`src/rtl/multi_channel_pwm.sv`:
```
// Multi-channel PWM generator. One shared sawtooth or dual-slope carrier feeds
// per-channel comparators; widths and carrier settings are committed at period boundaries.
module multi_channel_pwm #(
    parameter int unsigned BITS     = 11,
    parameter int unsigned CHANNELS = 4,
    parameter int unsigned CH_BITS  = (CHANNELS > 1) ? $clog2(CHANNELS) : 1
) (
    input  logic                clk,
    input  logic                reset_n,
    input  logic                dual_slope_en,
    input  logic [BITS-1:0]     compare_max_in,
    input  logic                wr_en,
    input  logic [CH_BITS-1:0]  wr_chan,
    input  logic [BITS-1:0]     wr_data,
    input  logic [CHANNELS-1:0] ch_enable,
    input  logic [CHANNELS-1:0] ch_invert,
    output logic                period_end,
    output logic [BITS-1:0]     count,
    output logic [CHANNELS-1:0] pwm_out
);

    localparam logic [BITS-1:0] One = {{(BITS-1){1'b0}}, 1'b1};

    logic [BITS-1:0]     count_q, count_d;
    logic                down_q, down_d;
    logic [BITS-1:0]     max_q, max_d;
    logic                mode_q, mode_d;
    logic [BITS-1:0]     shadow_q [CHANNELS];
    logic [BITS-1:0]     shadow_d [CHANNELS];
    logic [BITS-1:0]     active_q [CHANNELS];
    logic [BITS-1:0]     active_d [CHANNELS];
    logic [CHANNELS-1:0] lvl;
    logic [CHANNELS-1:0] pwm_q, pwm_d;
    logic                wr_hit;

    // Carrier: period boundary detection and next count/direction.
    always_comb begin
        count_d = count_q;
        down_d  = down_q;
        max_d   = max_q;
        mode_d  = mode_q;
        if (mode_q) begin
            period_end = down_q && (count_q <= One);
        end else begin
            period_end = (count_q >= max_q);
        end

        if (period_end) begin
            count_d = '0;
            down_d  = 1'b0;
            max_d   = compare_max_in;
            mode_d  = dual_slope_en;
        end else if (!mode_q) begin
            count_d = count_q + One;
        end else if (down_q) begin
            count_d = count_q - One;
        end else if (count_q >= max_q) begin
            // Peak: hold the count one extra cycle while turning around.
            down_d = 1'b1;
        end else begin
            count_d = count_q + One;
        end
    end

    // Width buffers; committing from shadow_d gives write-through on a commit cycle.
    always_comb begin
        wr_hit   = wr_en && (32'(wr_chan) < CHANNELS);
        shadow_d = shadow_q;
        if (wr_hit) begin
            shadow_d[wr_chan] = wr_data;
        end
        active_d = period_end ? shadow_d : active_q;
    end

    // Compare: MSB set selects a forced level given by the next bit (inverted).
    always_comb begin
        lvl   = '0;
        pwm_d = '0;
        for (int i = 0; i < CHANNELS; i++) begin
            if (active_q[i][BITS-1]) begin
                lvl[i] = ~active_q[i][BITS-2];
            end else begin
                lvl[i] = (count_q < active_q[i]);
            end
            pwm_d[i] = ch_enable[i] ? (lvl[i] ^ ch_invert[i]) : ch_invert[i];
        end
    end

    always_ff @(posedge clk) begin
        if (!reset_n) begin
            count_q  <= '0;
            down_q   <= 1'b0;
            max_q    <= compare_max_in;
            mode_q   <= dual_slope_en;
            shadow_q <= '{default: '0};
            active_q <= '{default: '0};
            pwm_q    <= '0;
        end else begin
            count_q  <= count_d;
            down_q   <= down_d;
            max_q    <= max_d;
            mode_q   <= mode_d;
            shadow_q <= shadow_d;
            active_q <= active_d;
            pwm_q    <= pwm_d;
        end
    end

    assign count   = count_q;
    assign pwm_out = pwm_q;

endmodule

```
`config.mk`:
```
export PLATFORM = sky130hd
export DESIGN_NAME = multi_channel_pwm
export DESIGN_NICKNAME = d
export VERILOG_FILES = /design/src/rtl/multi_channel_pwm.sv
export SDC_FILE = /design/constraint.sdc
export NUM_CORES = 1
export LEC_CHECK = 0
export CORE_AREA = 8 8 110 112
export DETAILED_ROUTE_END_ITERATION = 16
export DIE_AREA = 0 0 118 120
export PLACE_DENSITY_LB_ADDON = 0.05
export REMOVE_ABC_BUFFERS = 1
export SYNTH_ARGS = -nofsm -noshare
export SYNTH_HDL_FRONTEND = slang
export SYNTH_SLANG_ARGS = --single-unit
```
`constraint.sdc`:
```
create_clock -name clk -period 4.9 [get_ports clk]
set_input_delay 0.49 -clock clk [delete_from_list [all_inputs] [get_ports clk]]
set_output_delay 0.49 -clock clk [all_outputs]
set_load 0.03 [all_outputs]
```
# ---- Word-level counts from Yosys, hierarchy flattened
# Cells that the tools add are included.
dict set report classes {
  add_sub_neg 2
  multipliers 0
  n_div 0
  n_lt_le_gt_ge 8
  n_eq_ne 2
  shifts 0
  mux 22
  n_bitwise 10
  n_reduce_logical 3
}
# op count
set op_table {}
lappend op_table {{two-way mux 11 bit} 6}
lappend op_table {{bitwise mux 44 bit} 1}
lappend op_table {{less-than comparator 11 bit} 4}
lappend op_table {{two-way mux 44 bit} 1}
lappend op_table {{demux 11 bit (select 2 bit)} 1}
lappend op_table {{two-way mux 1 bit} 13}
lappend op_table {{adder 11 x 1 -> 11 bit (second input constant)} 1}
lappend op_table {{>= comparator 11 bit} 1}
lappend op_table {{less-or-equal comparator 11 x 1 -> 1 bit (second input constant)} 1}
lappend op_table {{subtractor 11 x 1 -> 11 bit (second input constant)} 1}
lappend op_table {{NOT 1 bit} 5}
lappend op_table {{bitwise XOR 1 bit} 4}
lappend op_table {{>= comparator 3 bit (second input constant)} 1}
lappend op_table {{less-than comparator 3 x 1 -> 1 bit (second input constant)} 1}
lappend op_table {{inequality test 3 bit (second input constant)} 1}
lappend op_table {{NOT 2 -> 3 bit} 1}
lappend op_table {{logical AND 1 bit} 2}
lappend op_table {{inequality test 2 x 1 -> 1 bit (second input constant)} 1}
lappend op_table {{OR reduction 2 bit} 1}
dict set report word_totals {
  reg_bits 116
  latch_bits 0
  mem_bits_rw 0
  rom_bits 0
  input_bits 36
  elab_cells 60
  mem_count 0
}

# ---- Logic depth before layout (Yosys ltp)
# Gate-level depths: netlist of run 1.
dict set report depth {
  word_depth 7
  ltp_mapped 10
  depth_no_buf 9
}

# ---- Worst setup path before layout of run 1
# Ideal clock, no wire load.
dict set report synth_timing {
  kind {register -> output}
  from {reg count_q[0], in the netlist count[0]}
  to {out period_end}
  arrival_ns 2.351
  required_ns 4.410
  path_slack_ns 2.059
  path_stages_with_launch 8
  n_path_buf 1
  cell_sequence {dfxtp_1 inv_1 ha_1 nand2b_1 a211oi_1 o311a_1 o31ai_4 buf_6}
}
dict set report synth_between {
  elab_chain_len 3
}
# item line
set synth_lines {}
lappend synth_lines {{from (decl)} 24} ;# logic [BITS-1:0] count_q, count_d;
lappend synth_lines {{from (signal assigned)} 99} ;# count_q <= count_d;
lappend synth_lines {{less-or-equal comparator 11 x 1 -> 1 bit} 43} ;# period_end = down_q && (count_q <= One);
lappend synth_lines {{logical AND 1 bit} 43}
lappend synth_lines {{two-way mux 1 bit *} 42} ;# if (mode_q) begin
lappend synth_lines {{to (decl)} 17} ;# output logic period_end,
# Mark *: on every way between the ends. The rest lies on a longest branch, timed or not.

# ---- Worst setup path in the final report of run 1
# Ends and elaborated chain as after synthesis.

==> impl_results.md, run 1 <==
- Largest net degree at the start of global routing: 49
- TritonCTS sink count: 116
- # diodes: 0
- Crit. End Element: primary output
- Seq cells post-synth: between 100 and 150
- Detail Route Antenna Nets: 0
- Cts-stage hold buffer count: 0
- Layout Skew: 0.00841 ns
- Setup Buffers After CTS: 0
- Drt pass-1 iters: 5
- Outcome: complete, no violations
- Top-area cell type share of the netlist area: a little under two fifths
- Via count: 4386
- Initial antenna violation count: 0
- Via density: approximately 5.6
- Final core utilization: between 60 and 70%
- Final setup vio count: 0
- H-tree levels: 4
- Count of different cell masters after synthesis: 48
- RR Startpoint: count[0]$_SDFFE_PP0P_
- Crit path max fanout: 12
- RSZ-0062 raised after global routing: false
- Hold Crit Class: reg -> reg
- Routed length per placed instance: 17.0 um
- Critical path class: reg -> out
- Setup_tns: 0 ns
- Worst Hold Path Cells: 2
- Crit path largest cell delay: 0.78 ns
- Area of the mapped netlist: 5550 sq um
- Die Y: 120 um
- Synth area leader: dfxtp_1
- Critical Path AT: 3.37 ns
- # resized after CTS: 0
- Area delta synth->final: 21.5%
- Clock tree buffer depth: 2
- EDFF count, synth: 12
- Post-detail-place hpwl: 9100 um
- GRT Residual Overflow: 0
- Reg2reg end: max_q[0]$_DFFE_PP_
- Multi-input logic area: ~2800 sq um
- CP startpoint kind: flip-flop
- Reg area: 2440 sq um
- IO Count: between 50 and 60
- Static Leak: 3.03 nW
- Clock Latency Late Sink: 0.52 ns
- Fin crit share: 78.7%
- Worst-path clk slew: 0.06 ns
- Worst hold path endpoint: shadow_q[2]$_SDFF_PN0_
- Ys flop type: dfxtp_1
- Critical-path top delay cell: clkdlybuf4s50_1
- Max cap viols: 0
- Layout cells sized above 1: 6.08%
- GRT Util Overall: 18.8%
- Die X: 118 um
- Post-synthesis sequential area ratio: 44.0%
- CORE AREA: 10500 sq um
- Hold Startpoint: shadow_q[2]$_SDFF_PN0_
- Layout Nets: between 700 and 800
- FMAX: between 0.2 and 0.3 GHz
- Final Hold Viols: 0
- Drt drc: 0
- Max IR drop VDD: 263 uV
- Starting DRC count in detailed routing: 226
- # port buffers: 51
- Filler instances: 880
- Pwr Density: 364 nW/um^2
- Warning count from the yosys run: 0
- Total clock buffers created by CTS: 17
- Initial core utilization: 52.8%
- Largest cells by area after synthesis: dfxtp_1, ha_1, o22a_1, edfxtp_1, mux2i_1
- Slack of the worst reg-to-reg path: 1.36 ns
- Slew HR: about a third
- Synthesized netlist cell count: roughly 580
- FF-to-FF path depth: 8
- Overall routed net length: 13300 um
- Site row count: 38
- Clk Tree Root Cell: clkbuf_8
- Post-synth ARST share: 0%
- First-pass GRT wire length: 21300 um
- Critical Path, Cell by Cell: inv_1, ha_1, nand2b_1, a211oi_1, o311a_1, o31ai_4, clkdlybuf4s50_1
- Avg Cell Area, Syn: 9.60 sq um
- Worst Path Required: ~4.4 ns
- GP Congestion: 0.895
- Die Area: 14200 sq um
- Minimum clock period: 3.86 ns
- Final Max Slew Viols: 0
- TritonCTS clock tree: done
- Number of global-route vias before repair: 4268
- Tightest Pin Transition: 1.00 ns
-- power by group --
group	leakage (nW)	internal (mW)	switching (mW)
sequential	0.960	0.984	0.0134
clock	0.301	0.850	0.439
combinational	1.77	0.0758	0.0934
total	3.03	1.91	0.545
-- Yosys cell counts (2+ instances only) --
| master | instances |
|---|---|
| o2111ai_1 | 3 |
| mux2i_1 | 23 |
| a211o_1 | 5 |
| nor4_1 | 2 |
| edfxtp_1 | 12 |
| inv_1 | 56 |
| o21ai_0 | 7 |
| a21boi_0 | 2 |
| a211oi_1 | 4 |
| o31a_1 | 2 |
| buf_6 | 7 |
| o22a_1 | 44 |
| buf_4 | 2 |
| and2_1 | 3 |
| o211ai_1 | 2 |
| nor3b_1 | 3 |
| a21o_1 | 12 |
| or2_2 | 2 |
| a221oi_1 | 4 |
| ha_1 | 54 |
| dfxtp_1 | 104 |
| nand3_1 | 12 |
| nor2_1 | 43 |
| o21a_1 | 2 |
| or4_1 | 5 |
| a21oi_1 | 43 |
| buf_1 | 5 |
| xor2_1 | 5 |
| nand4_1 | 13 |
| clkbuf_1 | 9 |
| o31ai_1 | 6 |
| and3_1 | 7 |
| nand2_1 | 55 |
| nand2b_1 | 6 |
-- worst max path at each step --
stage                    endpoint             startpoint
3_3_place_gp   max_q[4]$_DFFE_PP_  count[0]$_SDFFE_PP0P_
3_5_place_dp   max_q[2]$_DFFE_PP_  count[0]$_SDFFE_PP0P_
2_1_floorplan  max_q[0]$_DFFE_PP_  count[0]$_SDFFE_PP0P_
5_1_grt                period_end  count[0]$_SDFFE_PP0P_
4_1_cts                period_end  count[0]$_SDFFE_PP0P_
6_report               period_end  count[0]$_SDFFE_PP0P_
-- cell type report --
type	count	share of cell area, %
clock inverters	9	2.04
inverters	56	3.12
multi-input cells	383	40.9
flip-flops and latches	116	36.2
clock buffers	23	7.24
repair buffers	54	7.91
well taps	140	2.60
-- registers in the layout, summed over array words and instances, names as in the netlist --
name and count:
down_q 1, active_q 44, max_q 11, mode_q 1, count 11, pwm_out 4, shadow_q 44
-- cells by family after synthesis --
group           synth area share, %
compound gates                 18.8
simple gates                   13.7
buf+inv                        6.43
xor+xnor                      0.789
mux                            4.15
flops                          44.0
fa+ha+maj                      12.2
-- stage by stage --
step / instances / worst slack [ns] / hold WS, ns / power, mW / instance area [sq um]
floorplan: 555 / 0.864 / 0.441 / 1.11 / 5400
global placement: 749 / 1.51 / 0.448 / 1.18 / 6120
detailed placement: 749 / 1.43 / 0.456 / 1.19 / 6120
CTS: 781 / 1.02 / 0.464 / 2.48 / 6740
global route: 781 / 0.933 / 0.487 / 2.54 / 6740
finish: 781 / 1.04 / 0.465 / 2.46 / 6740
-- critical path, delay by kind of cell, from the launching register on --
kind | cells | cell delay (ns)
DFF | 1 | 0.52
adders and majority gates | 1 | 0.29
and+or+nand+nor | 1 | 0.09
AOI/OAI and AO/OA | 3 | 1.01
buffers and inverters | 2 | 0.93
-- routing by layer --
| layer | track usage (%) | vias up | wire, um |
|---|---|---|---|
| met5 | 0 | - | 0 |
| li1 | - | 2176 | - |
| met3 | 6.34 | 22 | 723 |
| met4 | 6.33 | 0 | 165 |
| met2 | 32.7 | 110 | 6570 |
| met1 | 21.4 | 2078 | 5800 |
-- cells in the final DEF (no fill, tap or decap), drive strengths merged, types with 3 or more instances in the layout --
cell type,count
a21o,12
o22a,44
o21ai,7
nand3,12
or4,6
a221oi,4
nand2,55
inv,59
mux2i,23
nor2,44
clkbuf,23
nor3b,3
ha,54
o31ai,7
a211oi,4
a211o,5
and2,3
o2111ai,3
dfxtp,104
nand2b,6
and3,7
edfxtp,12
buf,3
bufinv,3
a21oi,43
xor2,5
nand4,13
clkdlybuf4s50,51
(Power assumes the default switching activity.)
==> run 2, diff against run 1 <==
Clock period 4.9 ns to 3.84 ns, I/O delays scaled along.
==> impl_results.md, run 2 (same netlist as run 1, synthesis figures left out) <==
- Outcome: complete, no violations (unchanged)
- Commonest non-fill, non-tap cell in the layout: dfxtp_1 (unchanged)
- Starting DRC count in detailed routing: 210 (was 226)
- Crit path max fanout: 13 (was 12)
- Grt met3 use: 5.78% (was 6.34%)
- Pint: 2.57 mW (was 1.91 mW)
- # diodes: 0 (unchanged)
- Met1 usage: 22.1% (was 21.4%)
- Post-route cell area: 6870 sq um (was 6740 sq um)
- # port buffers: 51 (unchanged)
- Number of global-route vias before repair: 4396 (was 4268)
- First-pass GRT wire length: 22000 um (was 21300 um)
- CP startpoint kind: flip-flop (unchanged)
- Area delta synth->final: 23.7% (was 21.5%)
- Layout Nets: 728 (was 718)
- Layout Skew: 0.00599 ns (was 0.00841 ns)
- Via count: 4450 (was 4386)
- Static Leak: 3.11 nW (was 3.03 nW)
- Fin crit share: just over 90%
- CP Buf/Inv Count: 2 (unchanged)
- Filler instances: 881 (was 880)
- Switching Fraction: 22.2% (about the same)
- Final Hold Viols: 0 (unchanged)
- Critical Path AT: 3.20 ns (was 3.37 ns)
- Initial core utilization: 52.8% (unchanged)
- Minimum clock period: 3.59 ns
- Slew HR: 39.7% (was 33.1%)
- TritonCTS clock tree: done (unchanged)
- FMAX: 0.279 GHz
- CORE AREA: 10500 sq um (unchanged)
- Final Max Slew Viols: 0 (unchanged)
- Critical-path top delay cell: clkdlybuf4s50_1 (unchanged)
- Crit. End Element: primary output (unchanged)
- Setup_tns: 0 ns (unchanged)
- Drt pass-1 iters: 4 (was 5)
- TritonCTS sink count: 116 (unchanged)
- Hold Crit Class: in -> reg (was reg -> reg)
- Max IR drop VDD: 264 uV (was 263 uV)
- Final setup vio count: 0 (unchanged)
- Die Y: 120 um (unchanged)
- Total clock buffers created by CTS: 17 (unchanged)
- Via density: 5.63 (was 5.62)
- Critical path class: reg -> out (unchanged)
- Critical Path, Cell by Cell: or3_1, or4_4, o32a_1, o31ai_4, buf_4, clkdlybuf4s50_1 (was inv_1, ha_1, nand2b_1, a211oi_1, o311a_1, o31ai_4, clkdlybuf4s50_1)
- GRT Residual Overflow: 0 (unchanged)
- Clock tree buffer depth: 2 (unchanged)
- Hold slack: 0.422 ns (was 0.465 ns)
- Largest net degree at the start of global routing: 49 (unchanged)
- Max cap viols: 0 (unchanged)
- H-tree levels: 4 (unchanged)
- Commonest non-fill, non-tap cells in the layout: dfxtp_1, inv_1, nand2_1 (unchanged)
- Most Crowded Layer GR: met2 (unchanged)
- Clock Latency Late Sink: 0.52 ns (about the same)
- Largest delay contributor family on the critical path: simple AND/OR/NAND/NOR gates (was compound AO/OA/AOI/OAI gates)
- GP Congestion: 0.893 (was 0.895)
- Share of power burned in registers: 38.5% (was 40.6%)
- Combinational power share: 6.8% (was 6.9%)
- Final core utilization: 65.3% (was 64.2%)
- Drt drc: 0 (unchanged)
- Worst-path clk slew: 0.06 ns (about the same)
- Detail Route Antenna Nets: 0 (unchanged)
- Layout cells sized above 1: 7.83% (was 6.08%)
- GRT Util Overall: 19.4% (was 18.8%)
- Overall routed net length: 13700 um (was 13300 um)
- # resized after CTS: 0 (unchanged)
- IO Count: 52 (unchanged)
- Pwr Density: 480 nW/um^2 (was 364 nW/um^2)
- Initial antenna violation count: 0 (unchanged)
- Tightest Pin Transition: 0.902 ns (was 1.00 ns)
- Switching Power: 0.731 mW (was 0.545 mW)
- Clock power frac: 54.7% (was 52.5%)
- Post-detail-place hpwl: 9420 um (was 9100 um)
- Die X: 118 um (unchanged)
- Site row count: 38 (unchanged)
- Placed cell areas: 6170 sq um (was 6120 sq um)
- Die Area: 14200 sq um (unchanged)
- Biggest regs: active_q (44), shadow_q (44) (unchanged)
- Reg area: 2440 sq um (unchanged)
- Grt met2 use: 33.7% (was 32.7%)
- Crit path largest cell delay: 0.68 ns (was 0.78 ns)
- Routed length per placed instance: 17.3 um (was 17.0 um)
- Clk Tree Root Cell: clkbuf_8 (unchanged)
- Worst Path Required: 3.46 ns (was 4.41 ns)
- RSZ-0062 raised after global routing: false (unchanged)
- Multi-input logic area: 2760 sq um (unchanged)
run 2: changes by cell type in the layout (fill, tap and decap cells not counted), moves of 2 or more:
cell / previous run / this run
buf_4: 3 / 13
bufinv_16: 3 / 6
clkbuf_1: 2 / 0
clkbuf_8: 4 / 2
clkinv_4: 1 / 3
clkinvlp_4: 2 / 0
run 2: metal layers:
| metal | routed length [um] | part of all wire (%) |
|---|---|---|
| met5 | 0 | 0 |
| met3 | 654 | 4.8 |
| met2 | 6840 | 50 |
| met4 | 205 | 1.5 |
| met1 | 6020 | 44 |
run 2: per-stage QoR:
step | std cells | power, mW | setup WS (ns)
finish | 791 | 3.30 | 0.254
global route | 791 | 3.40 | 0.0835
CTS | 788 | 3.32 | 0.00697
detailed placement | 756 | 1.52 | 0.590
global placement | 756 | 1.51 | 0.648
floorplan | 555 | 1.41 | -0.196
run 2: area by class of cell:
class                           count  area share (%)
Timing Repair Buffer               64            8.86
Inverter                           56            3.06
Clock buffer                       18            6.23
Multi-Input combinational cell    383            40.1
Clock inverter                     14            3.59
Sequential cell                   116            35.6
Tap cell                          140            2.55
run 2: final timing paths:
check	to	cells past startpoint	from	slack, ns
setup reg to reg	count[8]$_SDFFE_PP0P_	10	count[2]$_SDFFE_PP0P_	0.69
setup / recovery	period_end	6	count[2]$_SDFFE_PP0P_	0.25
hold / removal	max_q[5]$_DFFE_PP_	1	compare_max_in[5]	0.42
hold reg to reg	shadow_q[10]$_SDFF_PN0_	2	shadow_q[10]$_SDFF_PN0_	0.46
run 2: timing repair:
| item | 4_1_cts | 5_1_grt |
|---|---|---|
| buffers inserted | 0 | 3 |
| hold buffers | 0 | 0 |
| endpoints found under the setup margin | 0 | 1 |
run 2: power by group through the flow:
stage                     registers, mW  logic (mW)  clock network, mW
after floorplan                    1.31       0.107                  0
after global placement             1.29       0.218                  0
after detailed placement           1.29       0.223                  0
after CTS                          1.27       0.225               1.83
after global routing               1.27       0.246               1.88
final                              1.27       0.225               1.80
==> run 3, diff against run 2 <==
Settings changed: ABC_AREA set to 1, CORE_AREA 8 8 110 112 to 8 8 117 119, DIE_AREA 0 0 118 120 to 0 0 125 127, DONT_BUFFER_PORTS set to 1.
==> impl_results.md, run 3 <==
- Drt pass-1 iters: 4 (unchanged)
- Post-synthesis sequential area ratio: 38.6% (was 44.0%)
- # diodes: 0 (unchanged)
- Fin crit share: 76.4% (was 93.4%)
- # port buffers: 0 (was 51)
- Die X: 125 um (was 118 um)
- Switching Fraction: 22.9% (was 22.2%)
- Combinational power share: 7.1% (was 6.8%)
- Reg2reg end: max_q[9]$_DFFE_PP_ (was count[8]$_SDFFE_PP0P_)
- Ys flop type: dfxtp_1 (unchanged)
- Share of power burned in registers: 43.9% (was 38.5%)
- Hold slack: 0.0647 ns (was 0.422 ns)
- GRT Util Overall: 18.4% (was 19.4%)
- Top-area cell type share of the netlist area: 32.9% (was 37.5%)
- Critical Path AT: 2.84 ns (was 3.20 ns)
- FMAX: 0.341 GHz (was 0.279 GHz)
- Most numerous cell in the Yosys netlist: nand2_1 (was dfxtp_1)
- Biggest regs: active_q (44), shadow_q (44) (unchanged)
- Max cap viols: 0 (unchanged)
- Synth area leader: dfxtp_1 (unchanged)
- Outcome: complete, no violations (unchanged)
- Placed cell areas: 6420 sq um (was 6170 sq um)
- Initial antenna violation count: 0 (unchanged)
- Die Area: 15900 sq um (was 14200 sq um)
- Post-detail-place hpwl: 9760 um (was 9420 um)
- RSZ-0062 raised after global routing: false (unchanged)
- Count of different cell masters after synthesis: 33 (was 48)
- Wl on met1: 6090 um (was 6020 um)
- Area delta synth->final: 9.94% (was 23.7%)
- Area of the mapped netlist: 6320 sq um (was 5550 sq um)
- Site row count: 40 (was 38)
- Static Leak: 3.92 nW (was 3.11 nW)
- Worst Path Required: 3.74 ns (was 3.46 ns)
- Final Max Slew Viols: 0 (unchanged)
- Highest metal used: met4 (unchanged)
- H-tree levels: 4 (unchanged)
- Overall routed net length: 13700 um (about the same)
- Final core utilization: 58.8% (was 65.3%)
- Critical path class: reg -> reg (was reg -> out)
- EDFF count, synth: 12 (unchanged)
- Clock tree buffer depth: 2 (unchanged)
- Worst Hold Path Cells: 0 (was 1)
- Crit. End Element: flip-flop (was primary output)
- Critical Path Sink: max_q[9]$_DFFE_PP_ (was period_end)
- TritonCTS clock tree: done (unchanged)
- Slew HR: 42.4% (was 39.7%)
- Placed Cells incl. Taps: 958 (was 756)
- Layout Skew: 0.00610 ns (was 0.00599 ns)
- Number of global-route vias before repair: 4957 (was 4396)
- Largest cells by area after synthesis: dfxtp_1, ha_1, nand2_1, inv_1, mux2i_1 (was dfxtp_1, ha_1, o22a_1, edfxtp_1, mux2i_1)
- Warning count from the yosys run: 0 (unchanged)
- Setup crit start: count[0]$_SDFFE_PP0P_ (was count[2]$_SDFFE_PP0P_)
- Layout Cells excl Fill: 989 (was 791)
- Final Hold Viols: 0 (unchanged)
- IO Count: 52 (unchanged)
- Avg Cell Area, Syn: 7.72 sq um (was 9.60 sq um)
- Commonest non-fill, non-tap cell in the layout: nand2_1 (was dfxtp_1)
- Setup Buffers After CTS: 0 (unchanged)
- Via density: 4.87 (was 5.63)
- Met3 wire length: 552 um (was 654 um)
- Clk Tree Root Cell: clkbuf_16 (was clkbuf_8)
- Routed length per placed instance: 13.8 um (was 17.3 um)
- CORE AREA: 11800 sq um (was 10500 sq um)
- Routed wl met2: 6760 um (was 6840 um)
- Initial core utilization: 53.5% (was 52.8%)
- TritonCTS sink count: 116 (unchanged)
- Switching Power: 0.666 mW (was 0.731 mW)
- GRT Residual Overflow: 0 (unchanged)
- Tightest Pin Transition: 0.861 ns (was 0.902 ns)
- Post-route cell area: 6950 sq um (was 6870 sq um)
- Die Y: 127 um (was 120 um)
- RR Startpoint: count[0]$_SDFFE_PP0P_ (was count[2]$_SDFFE_PP0P_)
- Commonest non-fill, non-tap cells in the layout: nand2_1, inv_1, dfxtp_1 (was dfxtp_1, inv_1, nand2_1)
- Seq cells post-synth: 116 (unchanged)
- First-pass GRT wire length: 23300 um (was 22000 um)
- Starting DRC count in detailed routing: 249 (was 210)
- Setup_tns: 0 ns (unchanged)
- Synthesized netlist cell count: 819 (was 578)
- Drt drc: 0 (unchanged)
- Layout cells sized above 1: 11.9% (was 7.83%)
- Final setup vio count: 0 (unchanged)
- GP Congestion: 0.867 (was 0.893)
- Cts-stage hold buffer count: 0 (unchanged)
- FF-to-FF path depth: 8 (was 10)
- Pint: 2.24 mW (was 2.57 mW)
- Total clock buffers created by CTS: 17 (unchanged)
- # resized after CTS: 0 (unchanged)
- Hold Crit Class: in -> reg (unchanged)
- Slack of the worst reg-to-reg path: 0.91 ns (was 0.69 ns)
- Largest net degree at the start of global routing: 62 (was 49)
- Minimum clock period: 2.93 ns (was 3.59 ns)
- Crit path max fanout: 61 (was 13)
- Max IR drop VDD: 343 uV (was 264 uV)
- Worst-path clk slew: 0.05 ns (was 0.06 ns)
- Post-synth ARST share: 0% (unchanged)
- Synth cell count leaders: nand2_1, inv_1, dfxtp_1 (was dfxtp_1, inv_1, nand2_1)
- Clock Latency Late Sink: 0.41 ns (was 0.52 ns)
- Layout Nets: 920 (was 728)
- Detail Route Antenna Nets: 0 (unchanged)
- Clock power frac: 49.0% (was 54.7%)
- Via count: 4814 (was 4450)
- CP startpoint kind: flip-flop (unchanged)
- Pwr Density: 419 nW/um^2 (was 480 nW/um^2)
- Filler instances: 1098 (was 881)
[run 3: cell types whose count changed after synthesis, sizes merged, moves of 6 or more]
cell    change
clkbuf      -6
nand2b      -6
nand3      +24
o22a       -44
nor2       +35
mux2i      +21
or4         -6
nand4       -9
a21o       -12
and3        -7
nand2     +180
o31ai       -6
inv       +110
[run 3: per-layer routing]
layer  GRT usage, %  vias up
li1               -     2543
met1           20.5     2179
met2           32.5       71
met3           4.99       21
met4           7.66        0
met5              0        -
[run 3: cell families after synthesis]
logic type	Yosys count	share of synthesized area [%]
simple gates	361	25.9
mux	44	6.97
flops	116	38.6
fa+ha+maj	54	10.7
xor+xnor	3	0.416
compound gates	57	4.87
buf+inv	184	12.5
[run 3: cell type report]
cell class              instances  area [sq um]  area share [%]
well taps                     147           184            2.65
clock inverters                 6          55.1           0.792
inverters                     166           631            9.07
flip-flops and latches        116          2440            35.1
clock buffers                  25           475            6.84
multi-input cells             519          3090            44.4
repair buffers                 10          75.1            1.08
[run 3: how the worst min path moves through the flow]
stage / startpoint / endpoint / slack, ns
2_1_floorplan: shadow_q[0]$_SDFF_PN0_ / shadow_q[0]$_SDFF_PN0_ / 0.48
3_3_place_gp: compare_max_in[3] / max_q[3]$_DFFE_PP_ / 0.48
3_5_place_dp: compare_max_in[10] / max_q[10]$_DFFE_PP_ / 0.48
4_1_cts: compare_max_in[3] / max_q[3]$_DFFE_PP_ / 0.05
5_1_grt: dual_slope_en / mode_q$_DFFE_PP_ / 0.04
6_report: compare_max_in[3] / max_q[3]$_DFFE_PP_ / 0.06
[run 3: power by group through the flow]
stage	clock (mW)	combinational, mW	sequential, mW
4_1_cts	1.45	0.210	1.28
3_3_place_gp	0	0.203	1.30
2_1_floorplan	0	0.150	1.31
6_report	1.43	0.206	1.28
5_1_grt	1.51	0.237	1.28
3_5_place_dp	0	0.208	1.30
[run 3: through the flow]
| stage | setup slack [ns] | power [mW] |
|---|---|---|
| 2_1_floorplan | 1.41 | 1.46 |
| 3_5_place_dp | 0.894 | 1.51 |
| 5_1_grt | 0.741 | 3.03 |
| 4_1_cts | 0.877 | 2.94 |
| 3_3_place_gp | 0.987 | 1.50 |
| 6_report | 0.906 | 2.91 |
[run 3: critical path, stage by stage, from the launching register on]
cell and delay, ns:
dfxtp_1 0.64, inv_2 0.23, ha_1 0.34, nand3_1 0.09, nand3b_1 0.11, nor2b_4 0.16, nand2_4 0.09, nand2_4 0.11
nand3_4 0.62
